$ cat config.mk
export PLATFORM = sky130hd
export DESIGN_NAME = mac_accumulator
export DESIGN_NICKNAME = d
export VERILOG_FILES = /design/src/rtl/mac_accumulator.sv
export SDC_FILE = /design/constraint.sdc
export NUM_CORES = 1
export LEC_CHECK = 0
export ABC_AREA = 1
export CORE_MARGIN = 2
export CORE_UTILIZATION = 52
export DETAILED_ROUTE_END_ITERATION = 7
export MAX_ROUTING_LAYER = met4
export PLACE_DENSITY = 0.89
export SLEW_MARGIN = 20
export SYNTH_ARGS = -nofsm -noshare
export SYNTH_HDL_FRONTEND = slang
export SYNTH_SLANG_ARGS = --single-unit
export TNS_END_PERCENT = 5
$ cat constraint.sdc
create_clock -name clk -period 3.5 [get_ports clk]
set_input_delay 0.35 -clock clk [delete_from_list [all_inputs] [get_ports clk]]
set_output_delay 0.35 -clock clk [all_outputs]
set_load 0.01 [all_outputs]
$ cat src/rtl/mac_accumulator.sv
// ============================================================================
// Module   : mac_accumulator
// Purpose  : Streaming multiply-accumulate stage wrapped around an external
//            16x16 signed combinational multiplier. Operand beats are
//            registered onto mul_a/mul_b. The returned 32-bit product is
//            sign-extended and summed into an ACC_W-bit accumulator. Each
//            frame result is held on a valid/ready output until it is taken.
// Ports    : clk, rst (async active-high)
//            in_valid/in_ready/in_a/in_b/in_last  - operand beat stream
//            mul_a/mul_b -> multiplier, mul_p <- multiplier product
//            out_valid/out_ready/out_acc/out_count/out_ovf - frame result
// Options  : MAC_ACCUMULATOR_SAT_EN - when defined, the accumulator clamps
//            on signed overflow. Otherwise it wraps. out_ovf is set in
//            both cases.
// Revision : 1.0 - initial release
// ============================================================================
`default_nettype none

module mac_accumulator #(
  parameter int ACC_W = 40,
  parameter int CNT_W = 8
) (
  input  logic                    clk,
  input  logic                    rst,
  input  logic                    in_valid,
  output logic                    in_ready,
  input  logic signed [15:0]      in_a,
  input  logic signed [15:0]      in_b,
  input  logic                    in_last,
  output logic signed [15:0]      mul_a,
  output logic signed [15:0]      mul_b,
  input  logic signed [31:0]      mul_p,
  output logic                    out_valid,
  input  logic                    out_ready,
  output logic signed [ACC_W-1:0] out_acc,
  output logic        [CNT_W-1:0] out_count,
  output logic                    out_ovf
);

  typedef enum logic [1:0] {
    IDLE = 2'd0,
    RUN  = 2'd1,
    HOLD = 2'd2
  } state_t;

  localparam logic signed [ACC_W-1:0] ACC_MAX = {1'b0, {(ACC_W-1){1'b1}}};
  localparam logic signed [ACC_W-1:0] ACC_MIN = {1'b1, {(ACC_W-1){1'b0}}};
  localparam logic        [CNT_W-1:0] CNT_MAX = {CNT_W{1'b1}};

  state_t                  state;
  logic                    s1_valid;
  logic                    s1_last;
  logic signed [ACC_W-1:0] acc;
  logic        [CNT_W-1:0] count;
  logic                    ovf;

  logic                    accept;
  logic                    out_fire;
  logic signed [ACC_W-1:0] prod_ext;
  logic signed [ACC_W-1:0] sum;
  logic signed [ACC_W-1:0] acc_next;
  logic                    add_ovf;

  // Input is blocked while a result is pending and while the last beat of
  // the current frame is still in stage 1. This keeps frames from mixing.
  assign in_ready = !rst && (state != HOLD) && !(s1_valid && s1_last);
  assign accept   = in_valid && in_ready;
  assign out_fire = out_valid && out_ready;

  // Sign-extend the product. When ACC_W is 32 no padding is needed, and a
  // zero-width replication would be illegal.
  generate
    if (ACC_W > 32) begin : g_ext_pad
      assign prod_ext = {{(ACC_W-32){mul_p[31]}}, mul_p};
    end else begin : g_ext_none
      assign prod_ext = mul_p;
    end
  endgenerate

  assign sum = acc + prod_ext;
  // Signed overflow: both addends have the same sign and the sum sign differs.
  assign add_ovf = (acc[ACC_W-1] == prod_ext[ACC_W-1]) &&
                   (sum[ACC_W-1] != acc[ACC_W-1]);

`ifdef MAC_ACCUMULATOR_SAT_EN
  // Clamp toward the common sign of the addends.
  assign acc_next = add_ovf ? (acc[ACC_W-1] ? ACC_MIN : ACC_MAX) : sum;
`else
  assign acc_next = sum;
`endif

  always_ff @(posedge clk or posedge rst) begin
    if (rst) begin
      state    <= IDLE;
      mul_a    <= '0;
      mul_b    <= '0;
      s1_valid <= 1'b0;
      s1_last  <= 1'b0;
      acc      <= '0;
      count    <= '0;
      ovf      <= 1'b0;
    end else begin
      // Stage 1: capture operands. The operands hold when no beat is accepted.
      if (accept) begin
        mul_a <= in_a;
        mul_b <= in_b;
      end
      s1_valid <= accept;
      s1_last  <= accept && in_last;

      case (state)
        IDLE:    if (accept) state <= RUN;
        RUN:     if (s1_valid && s1_last) state <= HOLD;
        HOLD:    if (out_ready) state <= IDLE;
        default: state <= IDLE;
      endcase

      // Stage 2: absorb the product. No product can be in flight during HOLD,
      // so the clear on handshake never competes with an accumulate.
      if (out_fire) begin
        acc   <= '0;
        count <= '0;
        ovf   <= 1'b0;
      end else if (s1_valid) begin
        acc <= acc_next;
        if (count != CNT_MAX) count <= count + 1'b1;
        ovf <= ovf | add_ovf;
      end
    end
  end

  assign out_valid = (state == HOLD);
  assign out_acc   = acc;
  assign out_count = count;
  assign out_ovf   = ovf;

endmodule

`default_nettype wire

==> impl_metrics.csv, run 1 <==
group,metric,value,unit
outcome,outcome,"finished clean",
floorplanning,initial_core_util,0.5266,
grt,met3_usage,0.04463,
power,sw_frac_of_total,0.4703,
setup_path,critPathRequiredTime,3.79,ns
routing,drtIter0Drc,700,
timing,clock.fmax,399.1,MHz
layout,diodes,0,
synthesis,synth_cell_type_count,35,
power,vdd_drop_max,0.0003466,V
grt,grt.total_usage,0.3085,
synthesis,synth_seq_cells,85,
place,gp_congestion,0.9991,
timing,fin_tns_setup,0,ns
clock_network,cts_sinks,85,
setup_path,r2r_slack,1.02,ns
timing,fin_skew,0.01265,ns
timing,finalHoldViolations,0,
grt,antenna_found_initial,0,
routing,drc_errors,0,
routing,wl,20260,um
layout,drive_gt1_frac,0.03205,
setup_path,startpoint_type,"primary input",
power,power,6.593,mW
layout,layout_commonest_cell,"nand2_1",
place,port_buffers,151,
grt,grt_pass1_vias,6438,
setup_path,worst-setup-path-type,"in2reg",
place,hpwlAfterDp,15620,um
clock_network,h-tree-depth,3,
floorplanning,rows,41,
job,cap_violations,0,
synthesis,yosysSeqAreaShare,0.3227,
timing,rsz0062_at_grt,"false",
setup_path,arrival,2.80,ns
grt,grt_pass1_wl,31660,um
clock_network,clk_pin_slew,0.07,ns
clock_network,postCtsSetupRepairBufs,0,
setup_path,worst-path-max-fanout,5,
synthesis,yosys-top-cells-area,"dfrtp_1 32%, nand2_1 28%, inv_1 9.6%",
layout,layout_common_cells,"494 x nand2_1, 168 x inv_1, 151 x clkdlybuf4s50_1",
synthesis,synth_ff_type,"dfrtp_1",
setup_path,r2r_cells,13,
power,p_seq_frac,0.242,
setup_path,timing.rr.end,"out_acc[32]$_DFFE_PP0P_",
synthesis,post-synth-top-area-cell,"dfrtp_1",
synthesis,syn_area,6591,um^2
clock_network,clock_path_buffers,2,
place,detailedPlace.worstSlack,0.6901,ns
power,p_int,3.492,mW
timing,fin_ws,0.9947,ns
power,combPwrFrac,0.604,
floorplanning,die_h,116.6,um
synthesis,ys_warn_count,0,
power,powerDensity,769.2,nW/um^2
clock_network,cts_tree,"yes",
routing,ant_nets,0,
timing,finalMaxSlewViolations,0,
power,leakage,4.712,nW
floorplanning,ios,152,
synthesis,async_flop_share,1.000,
timing,finalCritPeriodShare,0.7158,
floorplanning,placeableCoreArea,12520,um^2
grt,gr-total-overflow,0,
timing,tightest_slew,0.7965,ns
synthesis,synth_cells,1064,
routing,avgRoutedWirePerCell,14.58,um
timing,finalSetupViolations,0,
floorplanning,die_x,116.6,um
routing,drtPass1Iterations,5,
routing,route.vias.total,7052,
clock_network,cts_buffers,9,
clock_network,hold_buffers,0,
clock_network,root_buffer,"clkbuf_16",
min_path,hp-class,"in2async",
timing,slew_headroom,0.4682,
grt,grt_use_met1,0.4100,
routing,viasPerCell,5.077,
setup_path,timing.rr.start,"out_acc[0]$_DFFE_PP0P_",
floorplanning,dieArea,13590,um^2
setup_path,crit_path_end_kind,"register",
power,clkPwrFrac,0.154,
grt,met2_usage,0.4926,
synthesis,avgSynthCellArea,6.195,um^2
power,p_sw,3.101,mW
grt,grt_max_degree,58,
layout,fin_nets,1322,
clock_network,cts-resized-gates,0,
clock_network,clk_latency,0.36,ns
synthesis,synth-edff-count,0,
layout,area_growth,30.03,%
grt,top_usage_layer,"met2",
synthesis,synth_top_area_share,0.3227,
timing,fin_crit,2.505,ns
synthesis,synth_nets,1174,
-- per-stage QoR --
step	hold WS, ns	cell area (um^2)	util	instances
4_1_cts	0.4018	8571	0.6847	1389
3_3_place_gp	0.4605	8263	0.6601	1373
2_1_floorplan	0.4562	6591	-	1064
3_5_place_dp	0.4638	8263	0.6601	1373
5_1_grt	0.4668	8571	0.6847	1389
6_report	0.3869	8571	0.6847	1389
-- layout make-up --
cell class | instances | area (um^2)
inverters | 174 | 654.4
well taps | 172 | 215.2
repair buffers | 153 | 1539
clock inverters | 6 | 68.82
fillers | 1172 | 3946
multi-input cells | 789 | 3727
clock buffers | 10 | 239.0
flip-flops and latches | 85 | 2127
-- kinds of logic (layout without fill, tap and decap cells) --
group | Yosys count | count (layout) | synth area share
flip-flops | 85 | 85 | 0.3227
buffers and inverters | 190 | 343 | 0.1118
adder cells (fa/ha/maj) | 41 | 41 | 0.07897
AND/OR/NAND/NOR | 670 | 670 | 0.4119
AO/OA/AOI/OAI | 75 | 75 | 0.07062
XOR/XNOR | 3 | 3 | 0.003987
-- worst max-delay path by stage --
stage,slack (ns),depth (start not counted),endpoint,startpoint
after floorplan,0.96,1,mul_a[0]$_DFFE_PP0P_,rst
after global routing,0.84,13,out_acc[26]$_DFFE_PP0P_,mul_p[0]
after global placement,0.70,13,out_acc[22]$_DFFE_PP0P_,mul_p[0]
after detailed placement,0.69,13,out_acc[22]$_DFFE_PP0P_,mul_p[0]
final,0.99,14,out_acc[32]$_DFFE_PP0P_,mul_p[0]
after CTS,1.06,13,out_acc[22]$_DFFE_PP0P_,mul_p[0]
-- critical path, stage by stage --
cell and delay, ns:
clkdlybuf4s50_1 0.41, ha_1 0.28, fa_1 0.50, nand3_1 0.14, nand3_2 0.17, nand2_1 0.10
nand2_1 0.14, nand2_1 0.09, nand2_1 0.13, nand3_1 0.16, nand2_1 0.08, nand2_1 0.07
nand3_1 0.07, nand2_1 0.08
-- sequential cells by signal, summed over array words and instances, names as in the netlist --
signal	flops
mul_a	16
s1_valid	1
out_count	8
out_ovf	1
mul_b	16
s1_last	1
out_acc	40
state	2
-- metal layers --
layer,vias to the layer above,wire length (um)
li1,3570,-
met1,3207,8908
met2,247,9647
met3,28,1299
met4,0,402
met5,-,0
-- Yosys cell counts, drive strengths merged (7+ instances only) --
cell type and n:
nand2 496, inv 174, dfrtp 85, nor2 81
nand3 61, ha 40, a21oi 33, o21ai 26
nand4 15, buf 9, nand3b 8, clkbuf 7
-- power groups by stage --
stage | Combinational [mW] | Sequential [mW] | Clock, mW
5_1_grt | 4.44 | 1.64 | 1.06
2_1_floorplan | 2.35 | 1.70 | 0
3_3_place_gp | 3.85 | 1.59 | 0
3_5_place_dp | 3.91 | 1.60 | 0
4_1_cts | 3.94 | 1.59 | 1.02
6_report | 3.98 | 1.59 | 1.02
Power figures use the tool's default switching activity.
==> inputs of run 2 (changes only) <==
--- a/config.mk
+++ b/config.mk
@@ -7,10 +7,10 @@
 export LEC_CHECK = 0
 export ABC_AREA = 1
 export CORE_MARGIN = 2
-export CORE_UTILIZATION = 52
+export CORE_UTILIZATION = 47
 export DETAILED_ROUTE_END_ITERATION = 7
 export MAX_ROUTING_LAYER = met4
-export PLACE_DENSITY = 0.89
+export PLACE_DENSITY = 0.85
 export SLEW_MARGIN = 20
 export SYNTH_ARGS = -nofsm -noshare
 export SYNTH_HDL_FRONTEND = slang
==> constraint.sdc (replaced) <==
create_clock -name clk -period 2.3 [get_ports clk]
set_input_delay 0.23 -clock clk [delete_from_list [all_inputs] [get_ports clk]]
set_output_delay 0.23 -clock clk [all_outputs]
set_load 0.01 [all_outputs]
==> impl_metrics.csv, run 2 (synthesized netlist as in run 1, its figures left out) <==
group,metric,value,unit
outcome,outcome,"finished clean",
grt,gr-total-overflow,0,
setup_path,timing.rr.end,"out_acc[34]$_DFFE_PP0P_",
timing,slew_headroom,0.6148,
setup_path,crit_slowest_cell,"dfrtp_1",
routing,avgRoutedWirePerCell,13.79,um
routing,viasPerCell,4.951,
setup_path,worst-path-max-fanout,5,
clock_network,cts_buffers,9,
setup_path,critPathRequiredTime,2.54,ns
floorplanning,die_h,122.4,um
setup_path,arrival,2.36,ns
clock_network,clk_latency,0.35,ns
layout,largest_register_ffs,40,
setup_path,crit_path_end_kind,"register",
timing,rsz0062_at_grt,"false",
layout,layout_commonest_cell,"nand2_1",
floorplanning,rows,43,
layout,diodes,0,
place,gp_congestion,1.028,
floorplanning,placeableCoreArea,13770,um^2
layout,fin_nets,1374,
power,p_seq_frac,0.231,
power,sw_frac_of_total,0.4544,
power,clkPwrFrac,0.142,
timing,tightest_slew,0.5769,ns
clock_network,cts-resized-gates,0,
clock_network,h-tree-depth,3,
grt,grt_max_degree,41,
floorplanning,initial_core_util,0.4786,
timing,fin_crit,2.113,ns
clock_network,clock_path_buffers,2,
place,dp.cells,1433,
timing,fin_skew,0.006291,ns
setup_path,crit_path_end,"out_acc[34]$_DFFE_PP0P_",
timing,finalSetupViolations,0,
power,powerDensity,1169,nW/um^2
layout,final_cells,1449,
floorplanning,dieArea,14990,um^2
routing,route.vias.total,7174,
power,leakage,4.958,nW
place,hpwlAfterDp,15850,um
setup_path,max_stage_delay,0.40,ns
clock_network,cts_tree,"yes",
timing,finalCritPeriodShare,0.9188,
floorplanning,die_x,122.4,um
setup_path,startpoint_type,"register",
min_path,hp-class,"in2async",
clock_network,cts_sinks,85,
grt,antenna_found_initial,0,
routing,drtPass1Iterations,6,
floorplanning,ios,152,
setup_path,crit_top_cell,"nand2_1",
setup_path,worstSetupStartpoint,"out_acc[16]$_DFFE_PP0P_",
grt,grt_pass1_wl,31600,um
timing,finalMaxSlewViolations,0,
routing,wl,19980,um
setup_path,worst-setup-path-type,"reg2reg",
setup_path,r2r_slack,0.19,ns
layout,area_growth,36.10,%
layout,layout_common_cells,"494 x nand2_1, 168 x inv_1, 151 x clkdlybuf4s50_1",
timing,clock.fmax,473.2,MHz
timing,holdWs,0.3039,ns
clock_network,hold_buffers,0,
clock_network,postCtsSetupRepairBufs,0,
routing,ant_nets,0,
setup_path,timing.rr.start,"out_acc[16]$_DFFE_PP0P_",
power,p_int,5.720,mW
layout,drive_gt1_frac,0.07013,
setup_path,cp_cell_sequence,"ha_1, nand2_1, buf_4, nor2_1, buf_4, nand2_1, nor2_1, nand3_1, nand3_1, nand2_1, nand3_1, nand2_1",
layout,fin_util,0.6513,
job,cap_violations,0,
grt,grt.total_usage,0.2768,
routing,drtIter0Drc,683,
clock_network,root_buffer,"clkbuf_16",
power,combPwrFrac,0.627,
clock_network,clk_pin_slew,0.07,ns
setup_path,r2r_cells,12,
place,port_buffers,151,
timing,finalHoldViolations,0,
routing,drc_errors,0,
power,vdd_drop_max,0.0006190,V
grt,grt_pass1_vias,6453,
power,p_sw,4.764,mW
## run 2: per-stage QoR
stage          setup WS [ns]  instance area [um^2]   TNS, ns  power [mW]
6_report              0.1868                  8971         0       10.48
3_3_place_gp        -0.02751                  8678  -0.04335       8.807
4_1_cts               0.2061                  8971         0       10.43
3_5_place_dp        -0.05339                  8678   -0.2621       8.905
5_1_grt              0.02547                  8971         0       11.35
2_1_floorplan         0.3192                  6595         0       6.167
## run 2: worst min-delay path by stage
stage / cells past startpoint / to / slack [ns]
after CTS: 2 / mul_b[3]$_DFFE_PP0P_ / 0.31
after global routing: 2 / mul_b[9]$_DFFE_PP0P_ / 0.35
after floorplan: 2 / s1_last$_DFF_PP0_ / 0.34
after global placement: 2 / mul_a[7]$_DFFE_PP0P_ / 0.46
final: 2 / mul_b[9]$_DFFE_PP0P_ / 0.30
after detailed placement: 2 / mul_a[6]$_DFFE_PP0P_ / 0.46
## run 2: routing by layer
metal  routed length [um]  vias up  GRT usage  share of wire
met3                 1208       35    0.04322          0.060
met2                 9112      227     0.4278           0.46
met1                 9144     3248     0.3706           0.46
li1                     -     3664          -              -
met4                  518        0    0.09555          0.026
met5                    0        -          -              0
## run 2: power groups by stage
stage / registers [mW] / clock network, mW / logic (mW)
3_3_place_gp: 2.42 / 0 / 6.38
6_report: 2.42 / 1.49 / 6.57
5_1_grt: 2.48 / 1.57 / 7.30
3_5_place_dp: 2.43 / 0 / 6.47
2_1_floorplan: 2.59 / 0 / 3.58
4_1_cts: 2.42 / 1.51 / 6.51
## run 2: cell type report
| cell class | count | area [um^2] |
|---|---|---|
| well taps | 180 | 225.2 |
| repair buffers | 205 | 1942 |
| multi-input cells | 789 | 3727 |
| fillers | 1241 | 4802 |
| inverters | 174 | 656.9 |
| clock buffers | 11 | 232.7 |
| clock inverters | 5 | 60.06 |
| flip-flops and latches | 85 | 2127 |
## run 2: worst max-delay path: cells and delay by family (launching register included)
family,cells,cell delay (ns)
simple gates,9,0.96
buf+inv,2,0.28
fa+ha+maj,1,0.36
flops,1,0.40
==> inputs of run 3 (changes only) <==
--- a/config.mk
+++ b/config.mk
@@ -7,10 +7,11 @@
 export LEC_CHECK = 0
 export ABC_AREA = 1
 export CORE_MARGIN = 2
-export CORE_UTILIZATION = 47
+export CORE_UTILIZATION = 37
 export DETAILED_ROUTE_END_ITERATION = 7
+export HOLD_SLACK_MARGIN = 0.1
 export MAX_ROUTING_LAYER = met4
-export PLACE_DENSITY = 0.85
+export PLACE_DENSITY = 0.7
 export SLEW_MARGIN = 20
 export SYNTH_ARGS = -nofsm -noshare
 export SYNTH_HDL_FRONTEND = slang
==> impl_metrics.csv, run 3 (synthesized netlist as in run 1, its figures left out) <==
group,metric,value,unit
clock_network,clk_latency,0.36,ns
power,vdd_drop_max,0.0005106,V
routing,wl,21420,um
power,sw_frac_of_total,0.4646,
layout,area_growth,37.85,%
place,gp_congestion,1.001,
grt,grt_pass1_wl,33980,um
grt,grt_pass1_vias,6752,
clock_network,root_buffer,"clkbuf_16",
timing,slew_headroom,0.6056,
setup_path,cp_num_cells,10,
power,p_int,5.657,mW
job,cap_violations,0,
timing,fin_skew,0.01052,ns
power,p_sw,4.910,mW
power,p_seq_frac,0.230,
layout,final_cells,1499,
layout,diodes,0,
routing,route.vias.total,7111,
place,dp.cells,1483,
floorplanning,ios,152,
clock_network,cts_buffers,9,
setup_path,crit_path_end_kind,"register",
floorplanning,dieArea,18900,um^2
place,hpwlAfterDp,16950,um
setup_path,crit_top_cell,"nand2_1",
layout,fin_nets,1379,
floorplanning,die_x,137.5,um
floorplanning,placeableCoreArea,17360,um^2
setup_path,cp.buffers_inverters,0,
timing,tightest_slew,0.5908,ns
timing,finalCritPeriodShare,0.9330,
layout,layout_commonest_cell,"nand2_1",
floorplanning,die_h,137.5,um
layout,final_area,9086,um^2
routing,drtPass1Iterations,5,
setup_path,cp_cell_sequence,"ha_1, nand2_1, nor2_1, nand2_1, nor2_1, nand3_1, nand3_1, nand2_1, nand3_1, nand2_1",
layout,layout_common_cells,"493 x nand2_1, 168 x inv_1, 151 x clkdlybuf4s50_1",
grt,grt_max_degree,41,
clock_network,cts_sinks,85,
layout,largest_register_ffs,40,
grt,gr-total-overflow,0,
setup_path,critPathRequiredTime,2.55,ns
setup_path,timing.rr.end,"out_acc[35]$_DFFE_PP0P_",
setup_path,r2r_slack,0.15,ns
timing,finalMaxSlewViolations,0,
setup_path,r2r_cells,10,
timing,clock.fmax,466.0,MHz
power,clkPwrFrac,0.142,
power,leakage,4.981,nW
setup_path,crit_family,"simple AND/OR/NAND/NOR gates",
timing,rsz0062_at_grt,"true",
clock_network,clk_pin_slew,0.07,ns
timing,fin_crit,2.146,ns
routing,avgRoutedWirePerCell,14.29,um
grt,antenna_found_initial,0,
routing,ant_nets,0,
layout,drive_gt1_frac,0.07849,
routing,drc_errors,0,
setup_path,worst-path-max-fanout,5,
setup_path,startpoint_type,"register",
place,port_buffers,151,
outcome,outcome,"finished clean",
place,place_area,8785,um^2
floorplanning,initial_core_util,0.3798,
setup_path,timing.rr.start,"out_acc[24]$_DFFE_PP0P_",
power,combPwrFrac,0.628,
clock_network,cts_tree,"yes",
timing,holdWs,0.3218,ns
routing,viasPerCell,4.744,
timing,finalSetupViolations,0,
timing,finalHoldViolations,0,
routing,drtIter0Drc,629,
setup_path,worst-setup-path-type,"reg2reg",
clock_network,h-tree-depth,3,
min_path,hp-class,"in2async",
setup_path,arrival,2.39,ns
grt,grt.total_usage,0.2391,
setup_path,crit_slowest_cell,"dfrtp_1",
floorplanning,rows,48,
clock_network,postCtsSetupRepairBufs,0,
setup_path,max_stage_delay,0.45,ns
clock_network,clock_path_buffers,2,
power,powerDensity,1163,nW/um^2
[run 3: cell count changes in the layout (fill, tap and decap cells not counted), moves of 2 or more]
| cell | delta |
|---|---|
| nor2_1 | -2 |
| clkbuf_1 | -2 |
| buf_4 | +4 |
| nor2_2 | +2 |
[run 3: layer usage]
metal,global-route usage,vias up,routed length (um)
met5,-,-,0
met4,0.06128,0,297
met3,0.03642,25,1261
met2,0.3784,196,9808
met1,0.3208,3209,10050
li1,-,3681,-
[run 3: timing repair]
action                                  in CTS  in global routing
gates resized for setup                      0                  4
hold buffers                                 0                  0
endpoints found under the setup margin       0                  5
[run 3: power groups by stage]
stage                     Combinational [mW]  Sequential, mW  Clock, mW
after floorplan                         3.58            2.59          0
after detailed placement                6.55            2.45          0
after global routing                    7.41            2.51       1.59
after global placement                  6.49            2.45          0
after CTS                               6.58            2.44       1.52
final                                   6.63            2.43       1.50
[run 3: area by class of cell]
class | count | area [um^2]
Clock inverter | 6 | 52.55
Sequential cell | 85 | 2127
Timing Repair Buffer | 210 | 1992
Clock buffer | 10 | 239.0
Tap cell | 225 | 281.5
Multi-Input combinational cell | 789 | 3737
Fill cell | 1728 | 8270
Inverter | 174 | 656.9
[run 3: how the worst max path moves through the flow]
stage,slack [ns],startpoint,end
after CTS,0.15,out_acc[24]$_DFFE_PP0P_,out_acc[25]$_DFFE_PP0P_
after global placement,-0.17,mul_p[31],out_acc[34]$_DFFE_PP0P_
after floorplan,0.32,out_acc[0]$_DFFE_PP0P_,out_acc[8]$_DFFE_PP0P_
after global routing,-0.02,out_acc[24]$_DFFE_PP0P_,out_acc[35]$_DFFE_PP0P_
after detailed placement,-0.13,mul_p[31],out_acc[34]$_DFFE_PP0P_
final,0.15,out_acc[24]$_DFFE_PP0P_,out_acc[35]$_DFFE_PP0P_
[run 3: per-stage QoR]
| stage | utilization | setup WS, ns | power, mW | setup TNS [ns] |
|---|---|---|---|---|
| final | 0.5235 | 0.1542 | 10.57 | 0 |
| after CTS | 0.5229 | 0.1488 | 10.54 | 0 |
| after global routing | 0.5235 | -0.01828 | 11.51 | -0.01828 |
| after detailed placement | 0.5061 | -0.1341 | 9.002 | -0.2386 |
| after floorplan | - | 0.3192 | 6.167 | 0 |
| after global placement | 0.5061 | -0.1719 | 8.934 | -0.2397 |
